==> src/rtl/cpu_pkg.sv <==
// ----------------------------------------------------------------------------
// cpu_pkg
// Shared constants and types for the 5-stage pipelined CPU.
//   XLEN             : datapath width
//   NOP_INSTR        : bubble instruction loaded into pipeline registers
//   DEFAULT_RESET_PC : default byte address of the first fetch after reset
//   PC_INC           : sequential PC increment (one 32-bit word)
//   ifid_ctrl_e      : IF/ID register control (load / hold / bubble)
//   sat_inc          : saturating 32-bit increment for event counters
// ----------------------------------------------------------------------------
package cpu_pkg;

    localparam int unsigned XLEN             = 32;
    localparam logic [31:0] NOP_INSTR        = 32'h0000_0000;
    localparam logic [31:0] DEFAULT_RESET_PC = 32'h0000_0000;
    localparam logic [31:0] PC_INC           = 32'd4;

    typedef enum logic [1:0] {
        IFID_LOAD   = 2'd0,
        IFID_HOLD   = 2'd1,
        IFID_BUBBLE = 2'd2
    } ifid_ctrl_e;

    // Sticks at all-ones instead of wrapping.
    function automatic logic [31:0] sat_inc(input logic [31:0] v);
        return (v == 32'hFFFF_FFFF) ? v : v + 32'd1;
    endfunction

endpackage

==> src/rtl/if_stage_if_id_reg.sv <==
// ----------------------------------------------------------------------------
// if_id_reg
// IF/ID pipeline register with bubble / hold / load controls.
// A bubble clears valid and both PC fields and fills the instruction with
// NOP_INSTR; hold keeps every field; load captures the fetched instruction.
// Ports:
//   clk, rst_n  : clock, async active-low reset
//   i_ctrl      : IFID_LOAD / IFID_HOLD / IFID_BUBBLE
//   i_pc        : PC of the instruction being fetched
//   i_pc4       : i_pc + 4
//   i_instr     : fetched instruction word
//   o_valid     : register holds a real instruction
//   o_pc/o_pc4  : registered PC and PC+4
//   o_instr     : registered instruction
// ----------------------------------------------------------------------------
module if_id_reg
    import cpu_pkg::*;
(
    input  logic             clk,
    input  logic             rst_n,
    input  ifid_ctrl_e       i_ctrl,
    input  logic [XLEN-1:0]  i_pc,
    input  logic [XLEN-1:0]  i_pc4,
    input  logic [XLEN-1:0]  i_instr,
    output logic             o_valid,
    output logic [XLEN-1:0]  o_pc,
    output logic [XLEN-1:0]  o_pc4,
    output logic [XLEN-1:0]  o_instr
);

    logic            r_valid;
    logic [XLEN-1:0] r_pc;
    logic [XLEN-1:0] r_pc4;
    logic [XLEN-1:0] r_instr;

    always_ff @(posedge clk or negedge rst_n) begin
        if (!rst_n) begin
            r_valid <= 1'b0;
            r_pc    <= '0;
            r_pc4   <= '0;
            r_instr <= NOP_INSTR;
        end else begin
            case (i_ctrl)
                IFID_BUBBLE: begin
                    r_valid <= 1'b0;
                    r_pc    <= '0;
                    r_pc4   <= '0;
                    r_instr <= NOP_INSTR;
                end
                IFID_LOAD: begin
                    r_valid <= 1'b1;
                    r_pc    <= i_pc;
                    r_pc4   <= i_pc4;
                    r_instr <= i_instr;
                end
                default: ;
            endcase
        end
    end

    assign o_valid = r_valid;
    assign o_pc    = r_pc;
    assign o_pc4   = r_pc4;
    assign o_instr = r_instr;

endmodule

==> src/rtl/if_stage.sv <==
// ----------------------------------------------------------------------------
// if_stage
// Instruction-fetch stage: owns the PC, drives the instruction-memory word
// address and feeds the IF/ID register (if_id_reg).
// Next-PC priority: redirect > stall > PC+4 (wraps modulo 2^32).
// IF/ID priority  : flush|redirect (bubble) > stall (hold) > load.
// Ports:
//   clk, rst_n         : clock, async active-low reset
//   stall_i, flush_i   : hazard-unit controls
//   redirect_valid_i   : taken branch/jump from EX
//   redirect_pc_i      : redirect byte target (bits [1:0] dropped)
//   imem_addr_o        : word address = pc[IMEM_AW+1:2], from the PC flop only
//   imem_rdata_i       : combinational instruction read data
//   ifid_*_o           : IF/ID register contents
//   misaligned_o       : sticky, set by any redirect target with [1:0] != 0
//   perf_*_cnt_o       : saturating fetch/stall/flush counters
// Configuration: macro IF_PERF_CNT_EN enables the counters; when undefined
// the perf_* ports are tied to zero and no counter flops exist.
// ----------------------------------------------------------------------------
module if_stage
    import cpu_pkg::*;
#(
    parameter logic [31:0] RESET_PC = DEFAULT_RESET_PC,
    parameter int unsigned IMEM_AW  = 8
) (
    input  logic               clk,
    input  logic               rst_n,
    input  logic               stall_i,
    input  logic               flush_i,
    input  logic               redirect_valid_i,
    input  logic [XLEN-1:0]    redirect_pc_i,
    output logic [IMEM_AW-1:0] imem_addr_o,
    input  logic [XLEN-1:0]    imem_rdata_i,
    output logic               ifid_valid_o,
    output logic [XLEN-1:0]    ifid_pc_o,
    output logic [XLEN-1:0]    ifid_pc4_o,
    output logic [XLEN-1:0]    ifid_instr_o,
    output logic               misaligned_o,
    output logic [XLEN-1:0]    perf_fetch_cnt_o,
    output logic [XLEN-1:0]    perf_stall_cnt_o,
    output logic [XLEN-1:0]    perf_flush_cnt_o
);

    logic [XLEN-1:0] r_pc;
    logic            r_misaligned;
    logic [XLEN-1:0] w_pc4;
    logic [XLEN-1:0] w_next_pc;
    logic            w_bubble;
    logic            w_load;
    ifid_ctrl_e      w_ifid_ctrl;

    assign w_pc4    = r_pc + PC_INC;
    assign w_bubble = flush_i | redirect_valid_i;
    assign w_load   = !w_bubble && !stall_i;

    always_comb begin
        w_next_pc = w_pc4;
        if (redirect_valid_i)
            w_next_pc = {redirect_pc_i[XLEN-1:2], 2'b00};
        else if (stall_i)
            w_next_pc = r_pc;
    end

    always_comb begin
        w_ifid_ctrl = IFID_LOAD;
        if (w_bubble)
            w_ifid_ctrl = IFID_BUBBLE;
        else if (stall_i)
            w_ifid_ctrl = IFID_HOLD;
    end

    always_ff @(posedge clk or negedge rst_n) begin
        if (!rst_n) begin
            r_pc         <= RESET_PC;
            r_misaligned <= 1'b0;
        end else begin
            r_pc <= w_next_pc;
            if (redirect_valid_i && (redirect_pc_i[1:0] != 2'b00))
                r_misaligned <= 1'b1;
        end
    end

    // Driven from the PC flop only so redirect inputs cannot glitch it.
    assign imem_addr_o  = r_pc[IMEM_AW+1:2];
    assign misaligned_o = r_misaligned;

    if_id_reg u_if_id_reg (
        .clk     (clk),
        .rst_n   (rst_n),
        .i_ctrl  (w_ifid_ctrl),
        .i_pc    (r_pc),
        .i_pc4   (w_pc4),
        .i_instr (imem_rdata_i),
        .o_valid (ifid_valid_o),
        .o_pc    (ifid_pc_o),
        .o_pc4   (ifid_pc4_o),
        .o_instr (ifid_instr_o)
    );

`ifdef IF_PERF_CNT_EN
    logic [XLEN-1:0] r_fetch_cnt;
    logic [XLEN-1:0] r_stall_cnt;
    logic [XLEN-1:0] r_flush_cnt;

    always_ff @(posedge clk or negedge rst_n) begin
        if (!rst_n) begin
            r_fetch_cnt <= '0;
            r_stall_cnt <= '0;
            r_flush_cnt <= '0;
        end else begin
            if (w_load)
                r_fetch_cnt <= sat_inc(r_fetch_cnt);
            if (stall_i && !redirect_valid_i)
                r_stall_cnt <= sat_inc(r_stall_cnt);
            if (w_bubble)
                r_flush_cnt <= sat_inc(r_flush_cnt);
        end
    end

    assign perf_fetch_cnt_o = r_fetch_cnt;
    assign perf_stall_cnt_o = r_stall_cnt;
    assign perf_flush_cnt_o = r_flush_cnt;
`else
    logic w_unused_load;
    assign w_unused_load    = w_load;
    assign perf_fetch_cnt_o = '0;
    assign perf_stall_cnt_o = '0;
    assign perf_flush_cnt_o = '0;
`endif

endmodule

==> config.mk <==
export PLATFORM = sky130hd
export DESIGN_NAME = if_stage
export DESIGN_NICKNAME = d
export VERILOG_FILES = /design/src/rtl/cpu_pkg.sv /design/src/rtl/if_stage_if_id_reg.sv /design/src/rtl/if_stage.sv
export SDC_FILE = /design/constraint.sdc
export NUM_CORES = 1
export LEC_CHECK = 0
export ABC_AREA = 1
export CORE_ASPECT_RATIO = 1.5
export CORE_UTILIZATION = 39
export DETAILED_ROUTE_END_ITERATION = 6
export PLACE_DENSITY_LB_ADDON = 0.08
export SLEW_MARGIN = 10
export SYNTH_ARGS = -nofsm -noshare
export SYNTH_HDL_FRONTEND = slang
export SYNTH_SLANG_ARGS = --single-unit
==> constraint.sdc <==
create_clock -name clk -period 1.5 [get_ports clk]
set_input_delay 0.15 -clock clk [delete_from_list [all_inputs] [get_ports clk]]
set_output_delay 0.15 -clock clk [all_outputs]
set_load 0.01 [all_outputs]
==> results of run 1 <==
==> cell families (layout without fill, tap and decap cells) <==
logic type      after synthesis  in the layout  synth area share, %
fa+ha+maj                     1              1                0.192
buf+inv                     198            329                 18.7
compound gates              107            107                 10.6
other cells                   1            100               0.0577
xor+xnor                     14             14                 2.12
flops                       124            124                 47.7
simple gates                323            323                 20.6
==> registers in the layout, summed over array words and instances, names as in the netlist <==
register,cells
u_if_id_reg.o_valid,1
u_if_id_reg.o_instr,32
u_if_id_reg.o_pc4,30
u_if_id_reg.o_pc,30
misaligned_o,1
r_pc,30
==> report_power, final <==
group / internal, mW / switching, mW / total [mW]
logic: 0.649 / 0.777 / 1.43
registers: 3.52 / 0.139 / 3.66
clock network: 2.48 / 1.62 / 4.10
total: 6.64 / 2.54 / 9.18
==> layout by cell type (no fill, tap or decap), types with 4 or more instances in the layout <==
cell type        instances
nand2_1                239
dfrtp_1                121
clkdlybuf4s50_1        118
conb_1                 100
inv_1                   58
buf_4                   55
a22o_1                  35
o21ai_0                 32
o21ai_1                 31
dlymetal6s2s_1          29
nor2_1                  22
dlygate4sd2_1           19
clkbuf_16               17
nor2_4                  16
nand3_1                 16
nand2_2                 14
buf_12                   8
nor2_2                   7
xor2_1                   7
xor2_2                   6
inv_2                    5
inv_6                    5
clkinvlp_4               4
==> routing by layer <==
| layer | GRT usage, % | vias up | routed length (um) | part of all wire, % |
|---|---|---|---|---|
| met1 | 22.3 | 2499 | 6320 | 37 |
| met2 | 37.8 | 205 | 9330 | 54 |
| met5 | 0 | - | 0 | 0 |
| met4 | 8.90 | 0 | 418 | 2.4 |
| met3 | 5.35 | 21 | 1100 | 6.4 |
| li1 | - | 2639 | - | - |
==> layout make-up <==
class	count	area [um^2]
Clock buffer	18	429
Sequential cell	124	3110
Fill cell	1493	7040
Inverter	63	236
Multi-Input combinational cell	545	2700
Clock inverter	14	160
Timing Repair Buffer	234	2320
Tap cell	206	258
==> repair_timing <==
item | CTS | global route
buffers inserted | 1 | 7
hold endpoints to repair | 22 | 0
gates cloned | 0 | 0
pin swaps | 2 | 18
hold buffers | 1 | 0
setup endpoints to repair | 37 | 75
gates resized for setup | 27 | 75
==> worst max-delay path by stage <==
stage,from,depth (start not counted),to,slack (ps)
floorplan,r_pc[2],10,r_pc[26],20
global placement,redirect_valid_i,6,u_if_id_reg.o_instr[15],-110
detailed placement,redirect_valid_i,6,u_if_id_reg.o_instr[22],-170
CTS,r_pc[3],10,u_if_id_reg.o_pc4[22],-70
global route,r_pc[3],10,u_if_id_reg.o_pc4[28],-160
finish,r_pc[3],9,r_pc[18],-80
==> critical path: stages (launching register included) <==
cell     delay, ps
dfrtp_1        370
ha_2           210
nand2_2         80
nor2_4         140
nand2_4        110
nor2_4         210
buf_6          130
xor2_2         140
nand2_1         60
nand2_1         60
==> stage by stage <==
stage / std cells / setup slack (ps) / instance area [um^2] / hold slack [ps] / setup TNS (ps)
2_1_floorplan: 867 / 24.8 / 6870 / -146 / 0
3_3_place_gp: 1163 / -110 / 8360 / 103 / -6900
3_5_place_dp: 1163 / -173 / 8360 / 113 / -9180
4_1_cts: 1197 / -68.7 / 8960 / 202 / -490
5_1_grt: 1204 / -162 / 9220 / 224 / -2130
6_report: 1204 / -78.0 / 9220 / 200 / -639
==> flow_summary.toml, run 1 <==
[power]
power_density_mw_per_mm2 = 996
leakage_nw = 5.00
peakVddDrop_mv = 0.652
power.total_mw = 9.18

[clocking]
clockRootBuffer = "clkbuf_16"
clkTransAtPathRegs_ps = 60
clock_sinks = 124
clockBufferDepth = 2
cts_htree_levels = 4
numCtsBuffers = 17
clock_latency_ps = 410
cts_tree = "yes"

[floorplanning]
ios = 271
core_region_area_mm2 = 0.0163
die_h_um = 160
fp-row-count = 57
dieArea_mm2 = 0.0172
die_w_um = 107
start_util_pct = 40.0

[synthesis]
synth_common_cells = "nand2_1 (252), dfrtp_1 (124), buf_4 (116)"
synthArstFlopShare_pct = 100
netlist_area_mm2 = 0.00650
synth_area_leaders = "dfrtp_1 (48%), nand2_1 (15%), buf_4 (13%), a22o_1 (4.7%), inv_1 (3.3%)"
yosys.area.top_type = "dfrtp_1"
avgSynthCellArea_um2 = 8.46
synth_edf_count = 0
synth_top_area_share_pct = 47.7
ys.flop_type = "dfrtp_1"
ys_seq_area_share_pct = 47.7
synthDistinctLibCells = 27
synthCells = 768
synth_warnings = 0
yosysMostFrequentCell = "nand2_1"
ys_ff_latch = 124

[route]
drt_wl_total_mm = 17.2
first_pass_iters = 4
initialDrtViolationCount = 140
via_count = 5364
ant_nets = 0
detail_route.wl_per_cell_um = 14.3
viasPerCell = 4.46
drc_errors = 0

[global_route]
grt_first_pass_wirelength_mm = 27.3
grt_usage_pct = 20.8
grt_pass1_vias = 5386
antenna_found_initial = 0
overflow = 0
grt_max_degree = 43

[timing]
fin_crit_sh_pct = 105
slew_viol_final = 0
rsz0062_at_grt = "true"
setup_viol = 12
fmax_mhz = 634
finalWorstSetupSlack_ps = -78.0
finalHoldViolations = 0
skew_ps = 7.19
finalCriticalPeriod_ps = 1580

[outcome]
violations = "negative setup slack"
outcome = "finished with violations"

[critical_path]
cp-start-kind = "flop"
worstPathRequired_ps = 1850
rr_worst_depth = 9
regToRegStartpoint = "r_pc[3]"
r2r_setup_slack_ps = -80
worstSetupEndpointType = "flop"
r2r-end = "r_pc[18]"
cp_max_fo = 5
critical_path_class = "reg2reg"
worstPathArrival_ps = 1920

[run]
maxCapViolCount = 0

[layout]
drive_above_1_share_pct = 15.6
num_antenna_cells = 0
fin_util_pct = 56.7
layout-area-overhead-vs-synth_pct = 41.8
nets = 1055

[min_path]
min_path_type = "in2async"

[place]
portBuffers = 170
dp_hpwl_mm = 12.9
place_congestion = 0.888
Power figures use the tool's default switching activity.
==> inputs of run 2 (changes only) <==
Settings changed: CORE_ASPECT_RATIO 1.5 to 0.75, GPL_TIMING_DRIVEN from default to 0.
==> run 2 against run 1 <==
Against the previous run:
- the flow still finishes with violations (negative setup slack)
- clock power increased by 15%
- non-clock buffer count is 102 higher
- sequential share of layout area down 2.9 points
- fmax grew 0.38%
- sequential power is essentially flat
- register-to-register slack about the same
- critical path type unchanged
- largest cell class unchanged
==> flow_summary.toml, run 2 (same netlist as run 1, synthesis figures left out) <==
[timing]
skew_ps = 6.84
slew_viol_final = 0
finalWorstSetupSlack_ps = -72.2
worst_pin_slew_ps = 599
setup_viol = 18
fin_tns_setup_ps = -419
fin_crit_sh_pct = 105
hold_ws_ps = 162
rsz0062_at_grt = "true"
finalCriticalPeriod_ps = 1570
finalHoldViolations = 0
fmax_mhz = 636
maxSlewHeadroom_pct = 60.1

[min_path]
min_path_type = "in2reg"
min_from = "redirect_valid_i"
holdPathEnd = "r_pc[3]"
hold_depth = 4

[floorplanning]
core_region_area_mm2 = 0.0162
die_w_um = 151
start_util_pct = 40.2
dieArea_mm2 = 0.0172
fp-row-count = 40
die_h_um = 114
ios = 271

[clocking]
numCtsBuffers = 17
clock_sinks = 124
cts_htree_levels = 4
clockRootBuffer = "clkbuf_16"
clkTransAtPathRegs_ps = 60
cts_tree = "yes"
clockBufferDepth = 2
clock_latency_ps = 420

[route]
ant_nets = 0
detail_route.wl_per_cell_um = 14.2
drc_errors = 0
initialDrtViolationCount = 360
drt_wl_total_mm = 18.6
viasPerCell = 4.38
via_count = 5739
first_pass_iters = 4

[run]
maxCapViolCount = 0

[power]
power.total_mw = 10.0
switchingPower_mw = 2.60
power_frac_seq_pct = 36.5
peakVddDrop_mv = 0.521
leakage_nw = 5.93
power_density_mw_per_mm2 = 994
netSwitchingFraction_pct = 25.9
p_int_mw = 7.44
comb_power_share_pct = 16.5
pwr-share-clk_pct = 47.0

[global_route]
grt_first_pass_wirelength_mm = 28.4
antenna_found_initial = 0
grt_usage_pct = 21.9
overflow = 0
grt_max_degree = 85
grt_pass1_vias = 5423

[layout]
num_antenna_cells = 0
fin_cells = 1310
layout-area-overhead-vs-synth_pct = 55.5
layout_commonest_cell = "nand2_1"
layout_common_cells = "nand2_1 (235), buf_4 (145), dfrtp_1 (117)"
nets = 1157
largest_reg_flops = 32
drive_above_1_share_pct = 24.8

[critical_path]
worstPathArrival_ps = 1930
worstPathRequired_ps = 1860
worstSetupEndpointType = "flop"
cp_max_fo = 5
rr_worst_depth = 9
cp-start-kind = "flop"
startpoint = "r_pc[3]"
regToRegStartpoint = "r_pc[3]"
r2r_setup_slack_ps = -70
critical_path_class = "reg2reg"
r2r-end = "u_if_id_reg.o_pc4[17]"

[outcome]
violations = "negative setup slack"
outcome = "finished with violations"

[place]
dp_hpwl_mm = 13.4
place_congestion = 0.851
placedCellCount = 1247
portBuffers = 169
dpl_worst_slack_ps = -331
==> run 2: worst max-delay path by stage <==
| stage | to | cells past startpoint |
|---|---|---|
| finish | u_if_id_reg.o_pc4[17] | 9 |
| detailed placement | r_pc[25] | 8 |
| global route | u_if_id_reg.o_pc4[17] | 9 |
| CTS | u_if_id_reg.o_pc4[25] | 10 |
| floorplan | r_pc[26] | 10 |
| global placement | u_if_id_reg.o_instr[0] | 1 |
==> run 2: timing repair <==
| item | in CTS | in global routing |
|---|---|---|
| hold buffers | 1 | 0 |
| gates resized for setup | 45 | 106 |
| setup endpoints to repair | 55 | 100 |
| setup buffers | 18 | 12 |
| hold endpoints to repair | 40 | 0 |
| pin swaps | 9 | 25 |
==> run 2: metal layers <==
| metal | vias up | wire length (um) | track usage, % |
|---|---|---|---|
| li1 | 2849 | - | - |
| met1 | 2699 | 8830 | 31.6 |
| met2 | 175 | 8390 | 32.6 |
| met3 | 16 | 1260 | 5.56 |
| met4 | 0 | 167 | 5.80 |
| met5 | - | 0 | 0 |
==> run 2: per-stage QoR <==
stage                     area [um^2]  utilization (%)
final                           10100             62.5
after global routing            10100             62.5
after CTS                        9710             60.0
after detailed placement         8850             54.8
after global placement           8830             54.6
after floorplan                  6870                -
==> run 2: area by class of cell <==
cell class	instances	area, um^2
clock buffers	17	425
clock inverters	15	244
repair buffers	201	2060
inverters	63	236
plain buffers	135	978
well taps	210	263
flip-flops and latches	124	3110
fillers	1431	6060
multi-input cells	545	2790
==> run 2: critical path, cell delays in order, from the launching register on <==
cell and delay, ps:
dfrtp_1 420, buf_6 120, nand2_2 60, nor2_4 160, nand2_4 110, nor2_4 210, buf_6 140, xor2_2 140
nand2_1 70, nand2_1 60
==> run 2: power groups by stage <==
| stage | Sequential [mW] | Combinational, mW | Clock, mW |
|---|---|---|---|
| 3_3_place_gp | 3.74 | 1.46 | 0 |
| 2_1_floorplan | 3.74 | 0.803 | 0 |
| 4_1_cts | 3.66 | 1.57 | 4.77 |
| 6_report | 3.67 | 1.65 | 4.72 |
| 5_1_grt | 3.69 | 1.81 | 4.95 |
| 3_5_place_dp | 3.74 | 1.48 | 0 |
==> inputs of run 3 (changes only) <==
Settings changed: CAP_MARGIN from default to 10, CORE_MARGIN from default to 4.
==> run 3 against run 2 <==
Against the previous run:
- the flow still finishes with violations (negative setup slack)
- highest routed layer unchanged
- count of clock-buffer cells in the layout grew 2
- combinational power shrank 2%
- largest cell class unchanged
- sequential power about the same
- design area fell by 2.7%
- via count fell by 1.3%
- die area up 9.5%
- final cell count shrank 0.53%
- worst hold slack improved by 17 ps
- largest power group unchanged
- global-route usage fell by 2.1 points
- first-iteration DRC count is 26% lower
- register-to-register slack better by 20 ps
==> flow_summary.toml, run 3 (same netlist as run 1, synthesis figures left out) <==
[critical_path]
worstPathArrival_ps = 1900
cp-start-kind = "flop"
critical_path.slowest_cell = "dfrtp_1"
regToRegStartpoint = "r_pc[3]"
startpoint = "r_pc[3]"
worstPathCellList = "buf_4, nand2_1, nor2_4, nand2_4, nor2_4, buf_4, nand2_2, nand2_2, nand3_1, nand2_1"
cp_max_fo = 5
worstSetupEndpointType = "flop"
worstPathRequired_ps = 1850
slowest_delay_ps = 420
critical_path_class = "reg2reg"

[clocking]
clkTransAtPathRegs_ps = 60
cts_tree = "yes"
numCtsBuffers = 17
clock_sinks = 124
clockBufferDepth = 2
cts_htree_levels = 4
clockRootBuffer = "clkbuf_16"
clock_latency_ps = 410

[power]
leakage_nw = 5.51
power.total_mw = 9.23
power_density_mw_per_mm2 = 939
peakVddDrop_mv = 0.786

[timing]
rsz0062_at_grt = "true"
finalHoldViolations = 0
fin_tns_setup_ps = -302
worst_pin_slew_ps = 593
finalCriticalPeriod_ps = 1560
skew_ps = 11.2
finalWorstSetupSlack_ps = -56.8
setup_viol = 13
fmax_mhz = 642
slew_viol_final = 0
hold_ws_ps = 179
fin_crit_sh_pct = 104
maxSlewHeadroom_pct = 60.4

[place]
portBuffers = 169
place_congestion = 0.853
dpl_worst_slack_ps = -347
placed_cell_area_mm2 = 0.00885
dp_hpwl_mm = 14.1
placedCellCount = 1247

[global_route]
grt_max_degree = 85
grt_pass1_vias = 5468
grt_usage_pct = 19.8
overflow = 0
antenna_found_initial = 0
grt_first_pass_wirelength_mm = 29.4

[floorplanning]
ios = 271
dieArea_mm2 = 0.0188
core_region_area_mm2 = 0.0162
die_w_um = 157
fp-row-count = 40
start_util_pct = 40.2
die_h_um = 120

[min_path]
min_from = "redirect_valid_i"
min_path_type = "in2reg"

[layout]
fin_area_mm2 = 0.00984
largest_reg_flops = 32
drive_above_1_share_pct = 23.1
nets = 1150
layout-area-overhead-vs-synth_pct = 51.3
layout_common_cells = "nand2_1 (238), buf_4 (136), clkdlybuf4s50_1 (118)"
fin_util_pct = 60.8
fin_cells = 1303
layout_commonest_cell = "nand2_1"
num_antenna_cells = 0

[route]
detail_route.wl_per_cell_um = 14.5
ant_nets = 0
drc_errors = 0
via_count = 5667
initialDrtViolationCount = 268
first_pass_iters = 5
drt_wl_total_mm = 18.9
viasPerCell = 4.35

[outcome]
outcome = "finished with violations"
violations = "negative setup slack"

[run]
maxCapViolCount = 0
run 3: changes by cell type in the layout (fill, tap and decap cells not counted), sizes merged, moves of 5 or more:
cell,previous run,this run
buf,166,155
dlymetal6s2s,49,33
bufinv,6,1
clkdlybuf4s50,94,118
run 3: area by class of cell:
cell class	instances	area, um^2
plain buffers	135	981
clock buffers	19	453
clock inverters	13	116
fillers	1417	6330
inverters	63	236
multi-input cells	545	2700
flip-flops and latches	124	3110
well taps	210	263
repair buffers	194	1970
run 3: metal layers:
metal	up-vias	part of all wire [%]	track usage [%]
met5	-	0	0
met3	23	8.5	5.98
met4	0	1.4	5.80
li1	2829	-	-
met2	210	44	28.6
met1	2605	47	28.8
run 3: final timing paths:
path	to	slack, ps	depth (start not counted)
worst max-delay path	u_if_id_reg.o_pc4[21]	-60	10
worst min-delay path	r_pc[3]	180	4
min in group asynchronous	u_if_id_reg.o_pc[17]	210	2
worst max register to register	u_if_id_reg.o_pc4[21]	-60	10
max in group asynchronous	r_pc[7]	490	3
worst min register to register	u_if_id_reg.o_pc4[30]	480	2
run 3: report_power, final:
group | internal (mW) | switching, mW
clock network | 2.37 | 1.58
registers | 3.52 | 0.154
logic | 0.785 | 0.825
run 3: critical path, delay by kind of cell (launching register included):
kind                   cells  cell delay [ps]
buffers and inverters      2              280
flip-flops                 1              420
AND/OR/NAND/NOR            8              780
run 3: what timing repair did:
action	CTS	global route
setup buffers	17	6
endpoints found under the setup margin	46	78
pin swaps	15	12
hold endpoints to repair	40	0
gates resized for setup	43	64
hold buffers	1	0
